$ cat src/rtl/seg_pkg.sv
// seg_pkg: shared constants for the 7-segment scanner
package seg_pkg;
    localparam int DIG_W = 2;
    localparam logic [3:0] AN_OFF = 4'b1111;
    localparam logic [7:0] HEX_OFF = 8'hFF;
    // Active-low gfedcba patterns, index 15 first so SEG_TBL[n] is nibble n
    localparam logic [15:0][6:0] SEG_TBL = {
        7'h0E, 7'h06, 7'h21, 7'h46, 7'h03, 7'h08, 7'h10, 7'h00,
        7'h78, 7'h02, 7'h12, 7'h19, 7'h30, 7'h24, 7'h79, 7'h40
    };
endpackage

$ cat src/rtl/seg_scan_hex7seg.sv
// hex7seg: nibble to active-low gfedcba segment decoder
module hex7seg
    import seg_pkg::*;
(
    input  logic [3:0] i_nib,
    output logic [6:0] o_seg
);
    assign o_seg = SEG_TBL[i_nib];
endmodule

$ cat src/rtl/seg_scan.sv
// seg_scan: word select/freeze and 4-digit multiplexed 7-segment scanner
module seg_scan
    import seg_pkg::*;
#(
    parameter int SCAN_DIV = 50000,
    parameter int BLANK    = 16
) (
    input  logic        CLK,
    input  logic        RSTN,
    input  logic [15:0] seg0, seg1, seg2, seg3, seg4, seg5, seg6, seg7,
    input  logic [15:0] seg8, seg9, sega, segb, segc, segd, sege, segf,
    input  logic [7:0]  led_in,
    input  logic [3:0]  sel,
    input  logic        hold,
    output logic [3:0]  an,
    output logic [7:0]  hex,
    output logic [3:0]  phase_led
);
    logic [15:0]      w_words [16];
    logic [15:0]      r_p;
    logic [DIG_W-1:0] r_digit;
    logic [15:0]      r_disp;
    logic             w_last;
    logic             w_blank;
    logic [3:0]       w_nib;
    logic [6:0]       w_seg;
    logic             w_unused;

    assign w_words  = '{seg0, seg1, seg2, seg3, seg4, seg5, seg6, seg7,
                        seg8, seg9, sega, segb, segc, segd, sege, segf};
    assign w_last   = r_p == 16'(SCAN_DIV - 1);
    assign w_blank  = r_p < 16'(BLANK);
    assign w_nib    = r_disp[{r_digit, 2'b00} +: 4];
    assign w_unused = &{1'b0, led_in[7:4]};

    hex7seg u_dec (.i_nib(w_nib), .o_seg(w_seg));

    // Slot prescaler; the digit advances on the last cycle of each slot
    always_ff @(posedge CLK or negedge RSTN) begin
        if (!RSTN) begin
            r_p     <= '0;
            r_digit <= '0;
        end else begin
            r_p     <= w_last ? '0 : r_p + 16'd1;
            r_digit <= w_last ? r_digit + 1'b1 : r_digit;
        end
    end

    // Snapshot of the selected word, frozen while hold is high
    always_ff @(posedge CLK or negedge RSTN) begin
        if (!RSTN) r_disp <= '0;
        else if (!hold) r_disp <= w_words[sel];
    end

    // Registered display drive; blanking at slot start suppresses ghosting
    always_ff @(posedge CLK or negedge RSTN) begin
        if (!RSTN) begin
            an        <= AN_OFF;
            hex       <= HEX_OFF;
            phase_led <= '0;
        end else begin
            an        <= w_blank ? AN_OFF : ~(4'b0001 << r_digit);
            hex       <= w_blank ? HEX_OFF : {~(hold && r_digit == '0), w_seg};
            phase_led <= led_in[3:0];
        end
    end
endmodule

$ cat config.mk
export PLATFORM = sky130hd
export DESIGN_NAME = seg_scan
export DESIGN_NICKNAME = d
export VERILOG_FILES = /design/src/rtl/seg_pkg.sv /design/src/rtl/seg_scan_hex7seg.sv /design/src/rtl/seg_scan.sv
export SDC_FILE = /design/constraint.sdc
export NUM_CORES = 1
export LEC_CHECK = 0
export ABC_AREA = 1
export BUFFER_PORTS_ARGS = -buffer_cell sky130_fd_sc_hd__buf_2
export CAP_MARGIN = 0
export CORE_MARGIN = 2
export CORE_UTILIZATION = 41
export DETAILED_ROUTE_END_ITERATION = 8
export PLACE_DENSITY = 0.78
export RECOVER_POWER = 100
export SYNTH_ARGS = -nofsm -noshare
export SYNTH_HDL_FRONTEND = slang
export SYNTH_HIERARCHICAL = 1
export SYNTH_SLANG_ARGS = --single-unit
$ cat constraint.sdc
create_clock -name CLK -period 1.8 [get_ports CLK]
set_clock_uncertainty 0.05 [all_clocks]
set_input_delay 0.09 -clock CLK [delete_from_list [all_inputs] [get_ports CLK]]
set_output_delay 0.09 -clock CLK [all_outputs]
set_load 0.005 [all_outputs]
==> summary.json, run 1 <==
{
  "status": {"value": "finished, final reports clean"},
  "die_width": {"value": 115, "unit": "um"},
  "chipHeight": {"value": 115, "unit": "um"},
  "r2r_slack": {"value": 0.15, "unit": "ns"},
  "power": {"value": 3.50, "unit": "mW"},
  "worst-endpoint-arrival": {"value": 1.83, "unit": "ns"},
  "finalHoldWorstSlack": {"value": 0.185, "unit": "ns"},
  "leakagePower": {"value": 3.85, "unit": "nW"},
  "cell_taking_the_most_area_after_synthesis": {"value": "sky130_fd_sc_hd__nand2_1"},
  "floorplan.initialDensity": {"value": 42.2, "unit": "%"},
  "netlist.area_leader.share": {"value": 32.5, "unit": "%"},
  "m1WireLength": {"value": 7210, "unit": "um"},
  "average_wire_length_per_cell_after_detail_routing": {"value": 13.5, "unit": "um"},
  "final-hold-violation-count": {"value": 0},
  "cts_tree": {"value": "built"},
  "max-clock-path-buffers": {"value": 2},
  "yosysUniqueCellTypes": {"value": 27},
  "avgSynthCellArea": {"value": 5.76, "unit": "sq um"},
  "worstSkewPairLatency": {"value": 0.30, "unit": "ns"},
  "crit_type": {"value": "reg -> reg"},
  "finish.utilization": {"value": 55.7, "unit": "%"},
  "report.final.setup_viol": {"value": 0},
  "cts.reportedPaths.clkPinSlew": {"value": 0.07, "unit": "ns"},
  "globalRouteOverflowTotal": {"value": 0},
  "critPathMostFrequentCell": {"value": "sky130_fd_sc_hd__nand2_1"},
  "synthesis.nets": {"value": 1162},
  "final_area": {"value": 6690, "unit": "sq um"},
  "synth.area.top_cells": {"value": "sky130_fd_sc_hd__nand2_1 (32%), sky130_fd_sc_hd__nand3_1 (21%), sky130_fd_sc_hd__dfrtp_1 (19%)"},
  "cp-start-kind": {"value": "register"},
  "finalCritPeriodShare": {"value": 91.4, "unit": "%"},
  "timing.max_slew.rel_slack": {"value": 43.9, "unit": "%"},
  "drive_gt1_share": {"value": 29.4, "unit": "%"},
  "maxCapViolCount": {"value": 0},
  "number_of_h_tree_levels": {"value": 2},
  "placeableCoreArea": {"value": 12000, "unit": "sq um"},
  "ys_warn_count": {"value": 6},
  "crit_path_end_kind": {"value": "register"},
  "timing.final.max_slew_violations": {"value": 0},
  "critPathSlowestCell": {"value": "sky130_fd_sc_hd__dfrtp_2"},
  "ir_drop": {"value": 0.350, "unit": "mV"},
  "grt_util_all_layers": {"value": 25.9, "unit": "%"},
  "count_of_state_elements_after_synthesis": {"value": 50},
  "port_buffers": {"value": 282},
  "clockRootBuffer": {"value": "sky130_fd_sc_hd__clkbuf_16"},
  "routed-via-count": {"value": 6460},
  "area_growth_from_synthesis_to_layout": {"value": 32.1, "unit": "%"},
  "met3RoutedLength": {"value": 1200, "unit": "um"},
  "placement.cell_area": {"value": 6480, "unit": "sq um"},
  "initial_antenna_violation_count": {"value": 1},
  "drc": {"value": 0},
  "critical_path_required": {"value": 1.98, "unit": "ns"},
  "tightest_slew": {"value": 0.842, "unit": "ns"},
  "n_antenna_cell": {"value": 0},
  "min_path_type": {"value": "in -> reg"},
  "final.min_clock_period": {"value": 1.65, "unit": "ns"},
  "layout_commonest_cell": {"value": "sky130_fd_sc_hd__nand2_1"},
  "gp_congestion": {"value": 0.930},
  "synth_sequential_area_ratio": {"value": 25.0, "unit": "%"},
  "mappedNetlistArea": {"value": 5060, "unit": "sq um"},
  "first_global_vias": {"value": 6040},
  "numClockSinks": {"value": 50},
  "placementRows": {"value": 40},
  "max_stage_delay": {"value": 0.44, "unit": "ns"},
  "setup_repair_after_global_routing_missed_its_margin": {"value": "true"},
  "drtIter0Drc": {"value": 438},
  "dr.pass1.iters": {"value": 4},
  "global_route_wire_length_before_repair": {"value": 28000, "unit": "um"},
  "fillCellCount": {"value": 1248},
  "worstPathMaxFanout": {"value": 6},
  "remaining_antenna_violation_count": {"value": 0},
  "totalWireLength": {"value": 17300, "unit": "um"},
  "placed_wire_length_estimate": {"value": 13700, "unit": "um"},
  "grt_max_degree": {"value": 129},
  "routed.top_layer": {"value": "met4"},
  "cts-buffers-inserted": {"value": 5},
  "finish.net_count": {"value": 1423},
  "power_per_cell_area": {"value": 523, "unit": "nW/um^2"},
  "viasPerCell": {"value": 5.02},
  "final_cell_mix": {"value": "sky130_fd_sc_hd__nand2_1 (437), sky130_fd_sc_hd__buf_2 (273), sky130_fd_sc_hd__nand3_1 (209)"},
  "crit_chain": {"value": "buf_4 > nor2_1 > o22ai_2 > buf_4 > ha_1 > inv_2 > nand2_1 > nand3_1 > nand2_1 > inv_1 > nand2_1"},
  "wl_met2": {"value": 8480, "unit": "um"},
  "max_freq": {"value": 608, "unit": "MHz"},
  "io_pins": {"value": 287},
  "die_ar": {"value": 13300, "unit": "sq um"},
  "synth_cells": {"value": 879}
}
final timing paths:
path,startpoint,cells after the start,end
max,r_digit[0],11,hex[0]
min,hold,3,hex[7]
max reg2reg,r_digit[0],11,hex[0]
min reg2reg,r_disp[8],2,r_disp[8]
max in group asynchronous,RSTN,3,r_digit[1]
min in group asynchronous,RSTN,2,r_disp[13]
final cells by class:
type / instances / area (sq um) / share of cell area (%)
tap: 147 / 184 / 2.75
multi-input combinational: 734 / 3250 / 48.6
timing repair buffer: 312 / 1690 / 25.2
clock buffer: 5 / 125 / 1.87
inverter: 37 / 141 / 2.11
clock inverter: 3 / 28.8 / 0.430
sequential: 50 / 1270 / 19.0
stage by stage:
stage / TNS (ns) / setup WS (ns) / std cells
after floorplan: 0 / 0.0501 / 879
after global placement: 0 / 0.0469 / 1272
after detailed placement: -0.0196 / -0.0115 / 1272
after CTS: 0 / 0.0288 / 1285
after global routing: -0.00462 / -0.00462 / 1288
final: 0 / 0.154 / 1288
synthesized netlist by cell type:
cell                       instances
sky130_fd_sc_hd__inv_2             4
sky130_fd_sc_hd__buf_4             5
sky130_fd_sc_hd__o21ai_2           1
sky130_fd_sc_hd__o211ai_1          1
sky130_fd_sc_hd__o22ai_1           4
sky130_fd_sc_hd__inv_1            32
sky130_fd_sc_hd__o21ai_1           2
sky130_fd_sc_hd__buf_2            17
sky130_fd_sc_hd__nor4_1            2
sky130_fd_sc_hd__nor2_1           37
sky130_fd_sc_hd__dfstp_2          12
sky130_fd_sc_hd__clkbuf_1          9
sky130_fd_sc_hd__o21ai_0          11
sky130_fd_sc_hd__xor2_1            7
sky130_fd_sc_hd__o21bai_1          1
sky130_fd_sc_hd__nor3b_1           1
sky130_fd_sc_hd__o31ai_1           1
sky130_fd_sc_hd__clkinv_1          1
sky130_fd_sc_hd__nand2_1         438
sky130_fd_sc_hd__a21oi_1           2
sky130_fd_sc_hd__nand4_1           3
sky130_fd_sc_hd__buf_6            24
sky130_fd_sc_hd__nand3_1         209
sky130_fd_sc_hd__ha_1             12
sky130_fd_sc_hd__buf_1             3
sky130_fd_sc_hd__dfrtp_1          38
sky130_fd_sc_hd__nor3_1            2
metal layers:
layer / vias up / global-route usage [%]
met5: - / 0
met4: 0 / 7.39
met3: 43 / 4.01
met2: 264 / 44.9
met1: 2824 / 33.5
li1: 3329 / -
sequential cells by signal (all words and copies together), names as in the netlist:
signal,flops
r_p,16
hex,8
r_disp,16
r_digit,2
an,4
phase_led,4
what timing repair did:
item	4_1_cts	5_1_grt
hold buffers	5	0
gates resized for setup	1	11
pin swaps	0	2
setup buffers	0	3
hold endpoints to repair	24	0
endpoints found under the setup margin	3	9
worst max-delay path, delay by kind of cell (launching register included):
kind,cells,cell delay [ns]
compound gates,1,0.12
fa+ha+maj,1,0.19
buf+inv,4,0.42
flops,1,0.44
simple gates,5,0.36
where the power goes:
part	internal, mW	switching (mW)
clock	0.533	0.453
combinational	0.552	0.683
sequential	1.24	0.0414
kinds of logic after synthesis:
logic type | Yosys count | synth area share, %
buffers and inverters | 95 | 11.4
AND/OR/NAND/NOR | 692 | 56.8
adder cells (fa/ha/maj) | 12 | 2.97
AO/OA/AOI/OAI | 23 | 2.59
XOR/XNOR | 7 | 1.21
flip-flops | 50 | 25.0
Note: power is estimated with default switching activity, not from simulation.
==> inputs of run 2 (changes only) <==
==> constraint.sdc (replaced) <==
create_clock -name CLK -period 1.8 [get_ports CLK]
set_clock_uncertainty 0.05 [all_clocks]
set_input_delay 0.36 -clock CLK [delete_from_list [all_inputs] [get_ports CLK]]
set_output_delay 0.36 -clock CLK [all_outputs]
set_load 0.005 [all_outputs]
==> run 2 against run 1 <==
Effect of this change: maximum frequency fell by 0.40%; first-iteration DRC count fell by 5.0%; flip-flop and latch count did not move; hold slack got worse by 0.059 ns; critical path type unchanged.
==> summary.json, run 2 (same netlist as run 1, synthesis figures left out) <==
{
  "timing.max_slew.rel_slack": {"value": 39.3, "unit": "%"},
  "chipHeight": {"value": 115, "unit": "um"},
  "final_area": {"value": 6760, "unit": "sq um"},
  "globalRouteOverflowTotal": {"value": 0},
  "finalHoldWorstSlack": {"value": 0.125, "unit": "ns"},
  "number_of_h_tree_levels": {"value": 2},
  "power_per_cell_area": {"value": 512, "unit": "nW/um^2"},
  "max_freq": {"value": 605, "unit": "MHz"},
  "largestRegisters": {"value": "r_disp: 16 flops, r_p: 16 flops, hex: 8 flops"},
  "min_path_type": {"value": "in -> reg"},
  "io_pins": {"value": 287},
  "max-clock-path-buffers": {"value": 2},
  "finalCritPeriodShare": {"value": 91.8, "unit": "%"},
  "totalWireLength": {"value": 17000, "unit": "um"},
  "grt_max_degree": {"value": 74},
  "final-instance-count-excl-fill": {"value": 1290},
  "die_width": {"value": 115, "unit": "um"},
  "fillCellCount": {"value": 1239},
  "placementRows": {"value": 40},
  "cts_tree": {"value": "built"},
  "leakagePower": {"value": 3.88, "unit": "nW"},
  "crit_path_end_kind": {"value": "register"},
  "remaining_antenna_violation_count": {"value": 0},
  "global_route_wire_length_before_repair": {"value": 26900, "unit": "um"},
  "finish.net_count": {"value": 1425},
  "routed-via-count": {"value": 6432},
  "tightest_slew": {"value": 0.911, "unit": "ns"},
  "post-place-ws": {"value": 0.0988, "unit": "ns"},
  "dr.pass1.iters": {"value": 5},
  "port_buffers": {"value": 282},
  "placement.cell_area": {"value": 6580, "unit": "sq um"},
  "whs_path_depth": {"value": 1},
  "drive_gt1_share": {"value": 29.8, "unit": "%"},
  "report.final.setup_viol": {"value": 0},
  "crit_type": {"value": "reg -> reg"},
  "power": {"value": 3.46, "unit": "mW"},
  "drtIter0Drc": {"value": 416},
  "placed_wire_length_estimate": {"value": 13400, "unit": "um"},
  "maxCapViolCount": {"value": 0},
  "final_cell_mix": {"value": "sky130_fd_sc_hd__nand2_1 (437), sky130_fd_sc_hd__buf_2 (272), sky130_fd_sc_hd__nand3_1 (209)"},
  "placeableCoreArea": {"value": 12000, "unit": "sq um"},
  "n_antenna_cell": {"value": 0},
  "worst_r2r_path_depth": {"value": 11},
  "initial_antenna_violation_count": {"value": 0},
  "average_wire_length_per_cell_after_detail_routing": {"value": 13.2, "unit": "um"},
  "cp-start-kind": {"value": "register"},
  "cts-buffers-inserted": {"value": 5},
  "critical_path_required": {"value": 1.96, "unit": "ns"},
  "cts.reportedPaths.clkPinSlew": {"value": 0.06, "unit": "ns"},
  "grt_util_all_layers": {"value": 25.0, "unit": "%"},
  "gp_congestion": {"value": 0.883},
  "ir_drop": {"value": 0.371, "unit": "mV"},
  "placed_cells": {"value": 1279},
  "status": {"value": "finished, final reports clean"},
  "area_growth_from_synthesis_to_layout": {"value": 33.5, "unit": "%"},
  "worstPathMaxFanout": {"value": 6},
  "clockRootBuffer": {"value": "sky130_fd_sc_hd__clkbuf_16"},
  "first_global_vias": {"value": 5725},
  "final.min_clock_period": {"value": 1.65, "unit": "ns"},
  "layout_commonest_cell": {"value": "sky130_fd_sc_hd__nand2_1"},
  "final-hold-violation-count": {"value": 0},
  "worstSkewPairLatency": {"value": 0.29, "unit": "ns"},
  "timing.final.max_slew_violations": {"value": 0},
  "drc": {"value": 0},
  "die_ar": {"value": 13300, "unit": "sq um"},
  "viasPerCell": {"value": 4.99},
  "setup_slack": {"value": 0.148, "unit": "ns"},
  "worst-endpoint-arrival": {"value": 1.82, "unit": "ns"},
  "floorplan.initialDensity": {"value": 42.2, "unit": "%"},
  "numClockSinks": {"value": 50}
}
==> run 2: cell count changes in the layout (fill, tap and decap cells not counted), sizes merged <==
| cell | delta |
|---|---|
| buf | +5 |
| inv | -1 |
| clkinvlp | +1 |
| dlygate4sd3 | -4 |
| clkinv | -2 |
| clkdlybuf4s15 | +1 |
| clkbuf | +2 |
==> run 2: stage by stage <==
step	TNS, ns	utilization (%)
final	0	56.3
after CTS	0	56.1
after global routing	-0.000241	56.3
after detailed placement	0	54.8
after floorplan	0	-
after global placement	0	54.8
==> run 2: path summary, 6_finish.rpt <==
kind,from,slack (ns),endpoint
min in group asynchronous,RSTN,0.67,r_disp[9]
max in group asynchronous,RSTN,0.27,r_digit[1]
max reg2reg,r_digit[0],0.15,hex[4]
min reg2reg,r_p[0],0.41,r_p[0]
min,led_in[1],0.13,phase_led[1]
max,r_digit[0],0.15,hex[4]
==> run 2: report_power, final <==
group / total, mW / switching, mW / internal (mW)
Clock: 0.928 / 0.377 / 0.551
Combinational: 1.25 / 0.683 / 0.570
Sequential: 1.28 / 0.0405 / 1.24
Total: 3.46 / 1.10 / 2.36
==> run 2: final cells by class <==
class	count	area, sq um	area share [%]
clock buffer	7	143	2.11
clock inverter	1	5.00	0.0740
inverter	37	143	2.11
multi-input combinational	734	3250	48.1
sequential	50	1270	18.8
tap	147	184	2.72
timing repair buffer	314	1770	26.1
==> run 2: per-layer routing <==
metal | vias up | GRT usage, % | share of wire [%]
li1 | 3333 | - | -
met1 | 2815 | 32.4 | 41
met2 | 247 | 42.5 | 49
met3 | 37 | 4.48 | 6.8
met4 | 0 | 7.87 | 2.9
met5 | - | 0 | 0
==> run 2: timing repair <==
item                                    4_1_cts  5_1_grt
hold endpoints to repair                     12        0
setup buffers                                 0        1
gates resized for setup                       0       17
endpoints found under the setup margin        0        8
hold buffers                                  1        0
==> run 2: critical path: stages (launching register included) <==
cell and delay [ns]:
sky130_fd_sc_hd__dfrtp_2 0.44, sky130_fd_sc_hd__buf_4 0.16, sky130_fd_sc_hd__buf_4 0.14, sky130_fd_sc_hd__o21ai_2 0.13, sky130_fd_sc_hd__o22ai_2 0.11, sky130_fd_sc_hd__buf_6 0.14, sky130_fd_sc_hd__inv_2 0.08, sky130_fd_sc_hd__nand2_1 0.08
sky130_fd_sc_hd__nand3_1 0.09, sky130_fd_sc_hd__nand2_1 0.07, sky130_fd_sc_hd__inv_1 0.05, sky130_fd_sc_hd__nand2_1 0.04
==> inputs of run 3 (changes only) <==
--- a/config.mk
+++ b/config.mk
@@ -11,6 +11,7 @@
 export CORE_MARGIN = 2
 export CORE_UTILIZATION = 41
 export DETAILED_ROUTE_END_ITERATION = 8
+export GPL_TIMING_DRIVEN = 0
 export PLACE_DENSITY = 0.78
 export RECOVER_POWER = 100
 export SYNTH_ARGS = -nofsm -noshare
==> run 3 against run 2 <==
Effect of this change: global-route usage increased by 4.5 points; clock-buffer cell count down 2; critical endpoint unchanged; power grew 7.5%; register-to-register slack lost 0.12 ns; critical path depth did not move; hold slack worse by 0.0010 ns; combinational power is 9% higher; final cell count grew 2.9%; sequential share of layout area fell by 0.68 points; clock power up 16%; via count rose by 6.2%.
==> summary.json, run 3 (same netlist as run 1, synthesis figures left out) <==
{
  "power_frac_clock": {"value": 29.1, "unit": "%"},
  "io_pins": {"value": 287},
  "worstPathMaxFanout": {"value": 7},
  "max_freq": {"value": 563, "unit": "MHz"},
  "cts.reportedPaths.clkPinSlew": {"value": 0.06, "unit": "ns"},
  "maxCapViolCount": {"value": 0},
  "critPathLaunch": {"value": "r_digit[1]"},
  "die_ar": {"value": 13300, "unit": "sq um"},
  "initial_antenna_violation_count": {"value": 2},
  "placeableCoreArea": {"value": 12000, "unit": "sq um"},
  "report.final.setup_viol": {"value": 0},
  "drtIter0Drc": {"value": 464},
  "crit_type": {"value": "reg -> reg"},
  "layout_commonest_cell": {"value": "sky130_fd_sc_hd__nand2_1"},
  "viasPerCell": {"value": 5.15},
  "groute.layer.met3.usage": {"value": 4.64, "unit": "%"},
  "timing.final.max_slew_violations": {"value": 0},
  "crit-reg2reg-launch": {"value": "r_digit[1]"},
  "status": {"value": "finished, final reports clean"},
  "port_buffers": {"value": 279},
  "tightest_slew": {"value": 1.17, "unit": "ns"},
  "cts-buffers-inserted": {"value": 5},
  "floorplan.initialDensity": {"value": 42.2, "unit": "%"},
  "post-place-ws": {"value": -0.284, "unit": "ns"},
  "power": {"value": 3.72, "unit": "mW"},
  "ir_drop": {"value": 0.390, "unit": "mV"},
  "setup_repair_after_global_routing_missed_its_margin": {"value": "true"},
  "chipHeight": {"value": 115, "unit": "um"},
  "crit_path_end_kind": {"value": "register"},
  "final.min_clock_period": {"value": 1.78, "unit": "ns"},
  "area_growth_from_synthesis_to_layout": {"value": 38.4, "unit": "%"},
  "worstSkewPairLatency": {"value": 0.30, "unit": "ns"},
  "placed_wire_length_estimate": {"value": 16300, "unit": "um"},
  "final-instance-count-excl-fill": {"value": 1327},
  "internal_power": {"value": 2.51, "unit": "mW"},
  "largestRegisters": {"value": "r_disp: 16 flops, r_p: 16 flops, hex: 8 flops"},
  "clockRootBuffer": {"value": "sky130_fd_sc_hd__clkbuf_16"},
  "worst_r2r_path_depth": {"value": 11},
  "final-hold-violation-count": {"value": 0},
  "power_per_cell_area": {"value": 531, "unit": "nW/um^2"},
  "hp_start": {"value": "led_in[0]"},
  "gr-usage-met2": {"value": 51.0, "unit": "%"},
  "power.switching_fraction": {"value": 32.7, "unit": "%"},
  "grt_util_all_layers": {"value": 29.6, "unit": "%"},
  "leakagePower": {"value": 4.01, "unit": "nW"},
  "critPathSlowestCell": {"value": "sky130_fd_sc_hd__dfrtp_2"},
  "drc": {"value": 0},
  "remaining_antenna_violation_count": {"value": 0},
  "drive_gt1_share": {"value": 31.8, "unit": "%"},
  "whs_path_depth": {"value": 1},
  "placementRows": {"value": 40},
  "finish.utilization": {"value": 58.4, "unit": "%"},
  "finish.net_count": {"value": 1460},
  "global_route_wire_length_before_repair": {"value": 31000, "unit": "um"},
  "placed_cells": {"value": 1305},
  "average_wire_length_per_cell_after_detail_routing": {"value": 15.2, "unit": "um"},
  "max-clock-path-buffers": {"value": 2},
  "finalHoldWorstSlack": {"value": 0.124, "unit": "ns"},
  "cts_tree": {"value": "built"},
  "grt_util_met1": {"value": 36.0, "unit": "%"},
  "globalRouteOverflowTotal": {"value": 0},
  "numClockSinks": {"value": 50},
  "die_width": {"value": 115, "unit": "um"},
  "setup_total_negative_slack": {"value": 0, "unit": "ns"},
  "rr_endpoint": {"value": "hex[4]"},
  "timing.hold.worst_endpoint": {"value": "phase_led[0]"},
  "setup_slack": {"value": 0.0232, "unit": "ns"},
  "dr.pass1.iters": {"value": 5},
  "busiest_layer": {"value": "met2"},
  "grt_max_degree": {"value": 51},
  "timing.max_slew.rel_slack": {"value": 21.7, "unit": "%"},
  "cp-start-kind": {"value": "register"},
  "max_stage_delay": {"value": 0.49, "unit": "ns"},
  "critical_path_required": {"value": 1.98, "unit": "ns"},
  "r2r_slack": {"value": 0.02, "unit": "ns"},
  "placement.cell_area": {"value": 6660, "unit": "sq um"},
  "worst-endpoint-arrival": {"value": 1.96, "unit": "ns"},
  "crit_chain": {"value": "inv_4 > o21ai_2 > o22ai_4 > inv_2 > buf_6 > ha_1 > nand2_1 > nand3_1 > nand2_1 > inv_1 > nand2_1"},
  "finalCritPeriodShare": {"value": 98.7, "unit": "%"},
  "final_area": {"value": 7010, "unit": "sq um"},
  "first_global_vias": {"value": 6492},
  "min_path_type": {"value": "in -> reg"},
  "critPathMostFrequentCell": {"value": "sky130_fd_sc_hd__nand2_1"},
  "number_of_h_tree_levels": {"value": 2},
  "power.net_switching": {"value": 1.21, "unit": "mW"},
  "final_cell_mix": {"value": "sky130_fd_sc_hd__nand2_1 (436), sky130_fd_sc_hd__buf_2 (286), sky130_fd_sc_hd__nand3_1 (209)"},
  "gp_congestion": {"value": 0.947},
  "totalWireLength": {"value": 20200, "unit": "um"},
  "seqPwrFrac": {"value": 34.3, "unit": "%"},
  "routed-via-count": {"value": 6833},
  "power.share.combinational": {"value": 36.6, "unit": "%"}
}
## run 3: changes by cell type in the layout (fill, tap and decap cells not counted), moves of 3 or more
cell,change
sky130_fd_sc_hd__buf_4,-5
sky130_fd_sc_hd__ha_1,-3
sky130_fd_sc_hd__buf_6,+25
sky130_fd_sc_hd__clkbuf_1,+8
sky130_fd_sc_hd__buf_12,-9
sky130_fd_sc_hd__o21ai_2,+3
sky130_fd_sc_hd__buf_2,+14
## run 3: how the worst max path moves through the flow
stage	endpoint	slack, ns	depth (start not counted)
3_5_place_dp	hex[3]	-0.28	11
3_3_place_gp	hex[3]	-0.23	11
4_1_cts	hex[3]	0.04	11
2_1_floorplan	hex[3]	0.05	11
6_report	hex[4]	0.02	11
5_1_grt	hex[4]	-0.04	11
## run 3: repair_timing
item	4_1_cts	5_1_grt
hold buffers	0	0
setup endpoints to repair	7	8
hold endpoints to repair	0	0
buffers inserted	4	7
pin swaps	2	3
gates cloned	0	1
gates resized for setup	7	25
## run 3: power by group through the flow
stage          combinational (mW)  sequential [mW]  clock, mW
6_report                     1.36             1.27       1.08
5_1_grt                      1.53             1.29       1.13
4_1_cts                      1.31             1.27       1.09
3_5_place_dp                 1.29             1.29          0
3_3_place_gp                 1.28             1.29          0
2_1_floorplan               0.727             1.29          0
## run 3: critical path: cells and delay by family, from the launching register on
family / cells / cell delay [ns]
compound gates: 2 / 0.28
fa+ha+maj: 1 / 0.18
buf+inv: 4 / 0.41
flops: 1 / 0.49
simple gates: 4 / 0.31
## run 3: area by class of cell
class,count,area (sq um)
Fill cell,1282,5000
Multi-Input combinational cell,734,3300
Timing Repair Buffer,290,1480
Sequential cell,50,1270
Buffer,58,444
Tap cell,147,184
Inverter,37,154
Clock buffer,5,125
Clock inverter,3,47.5
Timing Repair inverter,1,8.76
Antenna cell,2,5.00
## run 3: layer usage
metal  share of wire [%]  vias to the layer above
met5                   0                        -
met4                 4.6                        0
met3                 6.3                       70
met2                  49                      309
met1                  40                     3044
li1                    -                     3410
